File: src/rtl/eeprom_test_ctrl.sv
// eeprom_test_ctrl: writes an address-derived pattern to an EEPROM through an I2C engine,
// reads it back and reports pass/fail, first miscompare and engine timeout.
module eeprom_test_ctrl #(
  parameter int         NUM_BYTES      = 16,
  parameter logic [7:0] START_ADDR     = 8'h00,
  parameter int         TWR_CYCLES     = 250000,
  parameter int         TIMEOUT_CYCLES = 2000000,
  parameter logic [7:0] PATTERN        = 8'h5A
) (
  input  logic       sysclk,
  input  logic       rst_n,
  input  logic       go,
  output logic [1:0] start_sig,
  output logic [7:0] addr_sig,
  output logic [7:0] wrdata,
  input  logic [7:0] rddata,
  input  logic       done_sig,
  output logic       busy,
  output logic       pass,
  output logic       fail,
  output logic       timeout_err,
  output logic [7:0] err_addr,
  output logic [7:0] err_data
);
  localparam int TMAX = (TWR_CYCLES > TIMEOUT_CYCLES) ? TWR_CYCLES : TIMEOUT_CYCLES;
  localparam int TW = $clog2(TMAX + 1);
  localparam logic [7:0] LAST = 8'(NUM_BYTES - 1);
  localparam logic [TW-1:0] GAP_END = TW'(TWR_CYCLES - 1);
  localparam logic [TW-1:0] TO_END = TW'(TIMEOUT_CYCLES - 1);
  typedef enum logic [2:0] {IDLE, WR_REQ, WR_GAP, RD_REQ, RD_CMP, DONE} state_e;
  state_e state_q, state_d;
  logic [7:0] addr_q, addr_d, wrdata_q, wrdata_d, cnt_q, cnt_d, rd_q, rd_d;
  logic [7:0] err_addr_q, err_addr_d, err_data_q, err_data_d;
  logic [TW-1:0] tmr_q, tmr_d;
  logic pass_q, pass_d, fail_q, fail_d, to_q, to_d;
  always_ff @(posedge sysclk or negedge rst_n) begin
    if (!rst_n) begin
      state_q    <= IDLE;
      addr_q     <= '0;
      wrdata_q   <= '0;
      cnt_q      <= '0;
      rd_q       <= '0;
      tmr_q      <= '0;
      err_addr_q <= '0;
      err_data_q <= '0;
      pass_q     <= 1'b0;
      fail_q     <= 1'b0;
      to_q       <= 1'b0;
    end else begin
      state_q    <= state_d;
      addr_q     <= addr_d;
      wrdata_q   <= wrdata_d;
      cnt_q      <= cnt_d;
      rd_q       <= rd_d;
      tmr_q      <= tmr_d;
      err_addr_q <= err_addr_d;
      err_data_q <= err_data_d;
      pass_q     <= pass_d;
      fail_q     <= fail_d;
      to_q       <= to_d;
    end
  end
  // tmr_q is shared: request wait budget in *_REQ, write-recovery gap in WR_GAP
  always_comb begin
    state_d    = state_q;
    addr_d     = addr_q;
    wrdata_d   = wrdata_q;
    cnt_d      = cnt_q;
    rd_d       = rd_q;
    tmr_d      = '0;
    err_addr_d = err_addr_q;
    err_data_d = err_data_q;
    pass_d     = pass_q;
    fail_d     = fail_q;
    to_d       = to_q;
    case (state_q)
      IDLE: if (go) begin
        state_d    = WR_REQ;
        addr_d     = START_ADDR;
        wrdata_d   = START_ADDR ^ PATTERN;
        cnt_d      = '0;
        err_addr_d = '0;
        err_data_d = '0;
        pass_d     = 1'b0;
        fail_d     = 1'b0;
        to_d       = 1'b0;
      end
      WR_REQ, RD_REQ: if (done_sig) begin
        state_d = (state_q == WR_REQ) ? WR_GAP : RD_CMP;
        rd_d    = (state_q == RD_REQ) ? rddata : rd_q;
      end else if (tmr_q == TO_END) begin
        state_d    = DONE;
        to_d       = 1'b1;
        fail_d     = 1'b1;
        err_addr_d = addr_q;
      end else begin
        tmr_d = tmr_q + 1'b1;
      end
      WR_GAP: if (tmr_q != GAP_END) begin
        tmr_d = tmr_q + 1'b1;
      end else if (cnt_q == LAST) begin
        state_d  = RD_REQ;
        cnt_d    = '0;
        addr_d   = START_ADDR;
        wrdata_d = START_ADDR ^ PATTERN;
      end else begin
        state_d  = WR_REQ;
        cnt_d    = cnt_q + 8'd1;
        addr_d   = addr_q + 8'd1;
        wrdata_d = (addr_q + 8'd1) ^ PATTERN;
      end
      RD_CMP: if (rd_q != (addr_q ^ PATTERN)) begin
        state_d    = DONE;
        fail_d     = 1'b1;
        err_addr_d = addr_q;
        err_data_d = rd_q;
      end else if (cnt_q == LAST) begin
        state_d = DONE;
        pass_d  = 1'b1;
      end else begin
        state_d  = RD_REQ;
        cnt_d    = cnt_q + 8'd1;
        addr_d   = addr_q + 8'd1;
        wrdata_d = (addr_q + 8'd1) ^ PATTERN;
      end
      default: state_d = IDLE;
    endcase
  end
  always_comb begin
    start_sig   = (state_q == WR_REQ) ? 2'b01 : (state_q == RD_REQ) ? 2'b10 : 2'b00;
    busy        = !(state_q == IDLE || state_q == DONE);
    addr_sig    = addr_q;
    wrdata      = wrdata_q;
    pass        = pass_q;
    fail        = fail_q;
    timeout_err = to_q;
    err_addr    = err_addr_q;
    err_data    = err_data_q;
  end
endmodule

File: config.mk
export PLATFORM = sky130hd
export DESIGN_NAME = eeprom_test_ctrl
export DESIGN_NICKNAME = d
export VERILOG_FILES = /design/src/rtl/eeprom_test_ctrl.sv
export SDC_FILE = /design/constraint.sdc
export NUM_CORES = 1
export LEC_CHECK = 0
export ABC_CLOCK_PERIOD_IN_PS = 5530
export BUFFER_PORTS_ARGS = -buffer_cell sky130_fd_sc_hd__buf_2
export CAP_MARGIN = 20
export CORE_ASPECT_RATIO = 1.2
export CORE_MARGIN = 10
export CORE_UTILIZATION = 30
export CTS_CLUSTER_DIAMETER = 100
export CTS_CLUSTER_SIZE = 8
export DETAILED_ROUTE_END_ITERATION = 8
export GPL_ROUTABILITY_DRIVEN = 0
export GPL_TIMING_DRIVEN = 0
export SYNTH_ARGS = -nofsm -noshare
export SYNTH_HDL_FRONTEND = slang
export SYNTH_SLANG_ARGS = --single-unit
File: constraint.sdc
create_clock -name sysclk -period 5.53 [get_ports sysclk]
set_input_delay 1.106 -clock sysclk [delete_from_list [all_inputs] [get_ports sysclk]]
set_output_delay 1.106 -clock sysclk [all_outputs]
set_load 0.1 [all_outputs]
==> key figures <==
Timing
  • Upper clock frequency limit: 336 MHz
  • Least-Margin Pin Slew: 0.919 ns
  • Fin crit period: 2.98 ns
  • Max-slew violations: 0
  • Unrepaired setup endpoints after global routing: no
  • Number of endpoints with negative hold slack in the final report: 0
  • Total negative setup slack: 0 ns
  • Slew margin rel.: 38.7%
  • Skew final: 0.00781 ns
  • Setup slack of the critical path after layout: 2.55 ns
  • Final worst path period share: 53.9%
  • Final-report setup violation count: 0

Detailed routing
  • Wire length reported by the detailed router: 8800 um
  • Wirelength per Cell: 15.2 um
  • Initial DRC Count: 171
  • Number of nets still failing antenna checks after routing: 0
  • DR vias: 2,792
  • Total iterations of the first detailed-routing run: 4
  • Vias per Instance: 4.83
  • Number of DRC violations after detailed routing: 0

Synthesis
  • Mean instance size in the synthesized netlist: 10.4 um^2
  • Flop and latch count out of synthesis: 71
  • Share of the synthesized area in the top cell type: 48.7%
  • Number of enable flip-flop cells after synthesis: 0
  • Library cell with the largest summed area after synthesis: sky130_fd_sc_hd__dfrtp_1
  • List of most frequent post-synthesis cells: 71 x sky130_fd_sc_hd__dfrtp_1, 38 x sky130_fd_sc_hd__nor2_1, 22 x sky130_fd_sc_hd__xnor2_1, 21 x sky130_fd_sc_hd__nand2_1, 15 x sky130_fd_sc_hd__inv_1
  • Dominant synthesized flop cell: sky130_fd_sc_hd__dfrtp_1
  • Post-synth cell types: 48
  • Synth Cell Area: 0.00365 mm^2
  • Largest cells by area after synthesis: sky130_fd_sc_hd__dfrtp_1 49%, sky130_fd_sc_hd__xnor2_1 5.3%, sky130_fd_sc_hd__nor2_1 3.9%
  • Library cell with the highest instance count after synthesis: sky130_fd_sc_hd__dfrtp_1
  • Fraction of registers with async set/reset: 100%
  • Register area share after synthesis: 48.7%
  • Synthesized instance count: 352
  • Post-Synthesis Net Count: 367
  • Number of warning messages in the yosys log: 0

Global route
  • Number of antenna violations at the first check in global routing: 0
  • GR Overflow Total: 0
  • Total global routing track utilization: 11.0%
  • Largest net degree at the start of global routing: 72
  • Number of global-route vias before repair: 2,919
  • First-pass GRT wire length: 15,000 um

Clocking
  • CTS hold repair buffers: 0
  • Number of buffers inserted by post-CTS setup repair: 0
  • Number of buffers created by CTS: 9
  • Resize count post-CTS: 0
  • H-tree depth reported by CTS: 3
  • Later-pin clock latency in the skew report: 0.34 ns
  • Root Buffer Master: sky130_fd_sc_hd__clkbuf_16
  • CTS Buffer Depth: 2
  • TritonCTS clock tree: done
  • Num Clock Sinks: 71
  • Clock transition at path regs: 0.06 ns

Die
  • Die height: 141 um
  • Top-level I/O count: 50
  • Placeable core region: 0.0120 mm^2
  • Die outline area: 0.0170 mm^2
  • Std-Cell Rows: 44
  • Initial core utilization: 30.4%
  • Horizontal die dimension: 121 um

Setup path
  • Critical-path maximum fanout: 9
  • Endpoint type of the worst setup path: output pin
  • Worst endpoint required time: 4.42 ns
  • Launch point of the critical path: state_q[0]
  • CP arrival: 1.87 ns
  • Worst R2R Start: tmr_q[0]
  • Category of the most critical setup path: reg2out
  • Critical Path Source Type: flip-flop

Worst hold path
  • Worst hold path startpoint: tmr_q[0]
  • Class of the tightest hold or removal check: reg2reg

Power and ir drop
  • Power per cell area: 549 mW/mm^2
  • Final total power: 2.40 mW
  • Leakage power: 1.96 nW
  • Worst IR drop on VDD: 0.501 mV

Final layout
  • Area occupied by multi-input gates: 0.00172 mm^2
  • Layout overhead on the synthesized area: 20.1%
  • Share of final-layout standard cells stronger than drive strength 1: 25.9%
  • Layout filler cell count: 1,267
  • Number of nets at the end of the flow: 427
  • Sequential Area: 0.00178 mm^2
  • Final core utilization: 36.5%
  • Diodes inserted: 0

Placed design
  • Worst slack at placement: 2.76 ns
  • Port-buffer cells: 49
  • DP HPWL: 6370 um

Status
  • Run status: finished, final reports clean

Job
  • Maximum Capacitance Violations: 0
[placed cells by master, fill, tap and decap left out, drive strengths merged, types with 6 or more instances in the layout]
| cell type | instances |
|---|---|
| nor4 | 10 |
| nor3 | 7 |
| o22a | 10 |
| nor2 | 39 |
| xor2 | 8 |
| nand2 | 21 |
| clkbuf | 16 |
| nor2b | 14 |
| nand3 | 13 |
| and3 | 8 |
| nor3b | 6 |
| xnor2 | 22 |
| mux2i | 8 |
| a31o | 9 |
| inv | 17 |
| buf | 60 |
| o21ai | 13 |
| dfrtp | 71 |
| and2 | 6 |
| mux2 | 14 |
[per-layer routing]
layer,GRT usage (%),vias to the layer above,share of wire [%]
met1,13.4,1371,44
met2,17.2,59,49
met5,0,-,0
met4,4.90,0,1.9
met3,3.68,11,5.8
li1,-,1351,-
[flip-flops by register name, summed over array words and instances (netlist names)]
| register | count |
|---|---|
| tmr_q | 21 |
| addr_sig | 8 |
| cnt_q | 8 |
| err_addr | 8 |
| err_data | 8 |
| rd_q | 8 |
| wrdata | 4 |
| state_q | 3 |
| fail | 1 |
| pass | 1 |
| timeout_err | 1 |
[cell type report]
cell class,instances,area share (%)
Sequential cell,71,40.6
Multi-Input combinational cell,249,39.2
Timing Repair Buffer,49,5.66
Clock buffer,10,5.46
Tap cell,161,4.60
Buffer,17,2.20
Inverter,15,1.29
Clock inverter,6,1.00
[per-stage QoR]
step | cell area (um^2) | hold WS, ns | cells
CTS | 4380 | 0.461 | 578
global placement | 4090 | 0.439 | 562
finish | 4380 | 0.460 | 578
global route | 4380 | 0.481 | 578
detailed placement | 4100 | 0.453 | 562
floorplan | 3650 | 0.425 | 352
[power by group]
group	internal [mW]	total, mW	switching (mW)
Sequential	0.621	0.712	0.0914
Clock	0.318	0.545	0.228
Combinational	0.285	1.14	0.860
Total	1.22	2.40	1.18
[cells by family (layout without fill, tap and decap cells)]
group                    after synthesis  after routing  share of synthesized area (%)
AND/OR/NAND/NOR                      141            141                           21.2
flip-flops                            71             71                           48.7
AO/OA/AOI/OAI                         53             53                           10.9
buffers and inverters                 32             97                           4.19
XOR/XNOR                              30             30                           7.20
multiplexers                          22             22                           6.72
adder cells (fa/ha/maj)                3              3                           1.03
[path summary, 6_finish.rpt]
path / end / slack [ns] / cells after the start
max reg2reg: addr_sig[3] / 3.05 / 8
min in group asynchronous: tmr_q[6] / 0.89 / 1
max in group asynchronous: tmr_q[12] / 4.02 / 1
max: start_sig[1] / 2.55 / 4
min: tmr_q[0] / 0.46 / 1
min reg2reg: tmr_q[0] / 0.46 / 1
[worst max-delay path: stages, from the launching register on]
cell,delay [ns]
sky130_fd_sc_hd__dfrtp_1,0.32
sky130_fd_sc_hd__clkbuf_1,0.30
sky130_fd_sc_hd__nor2b_1,0.25
sky130_fd_sc_hd__and2_1,0.22
sky130_fd_sc_hd__buf_2,0.45
Note: power is estimated with default switching activity, not from simulation.
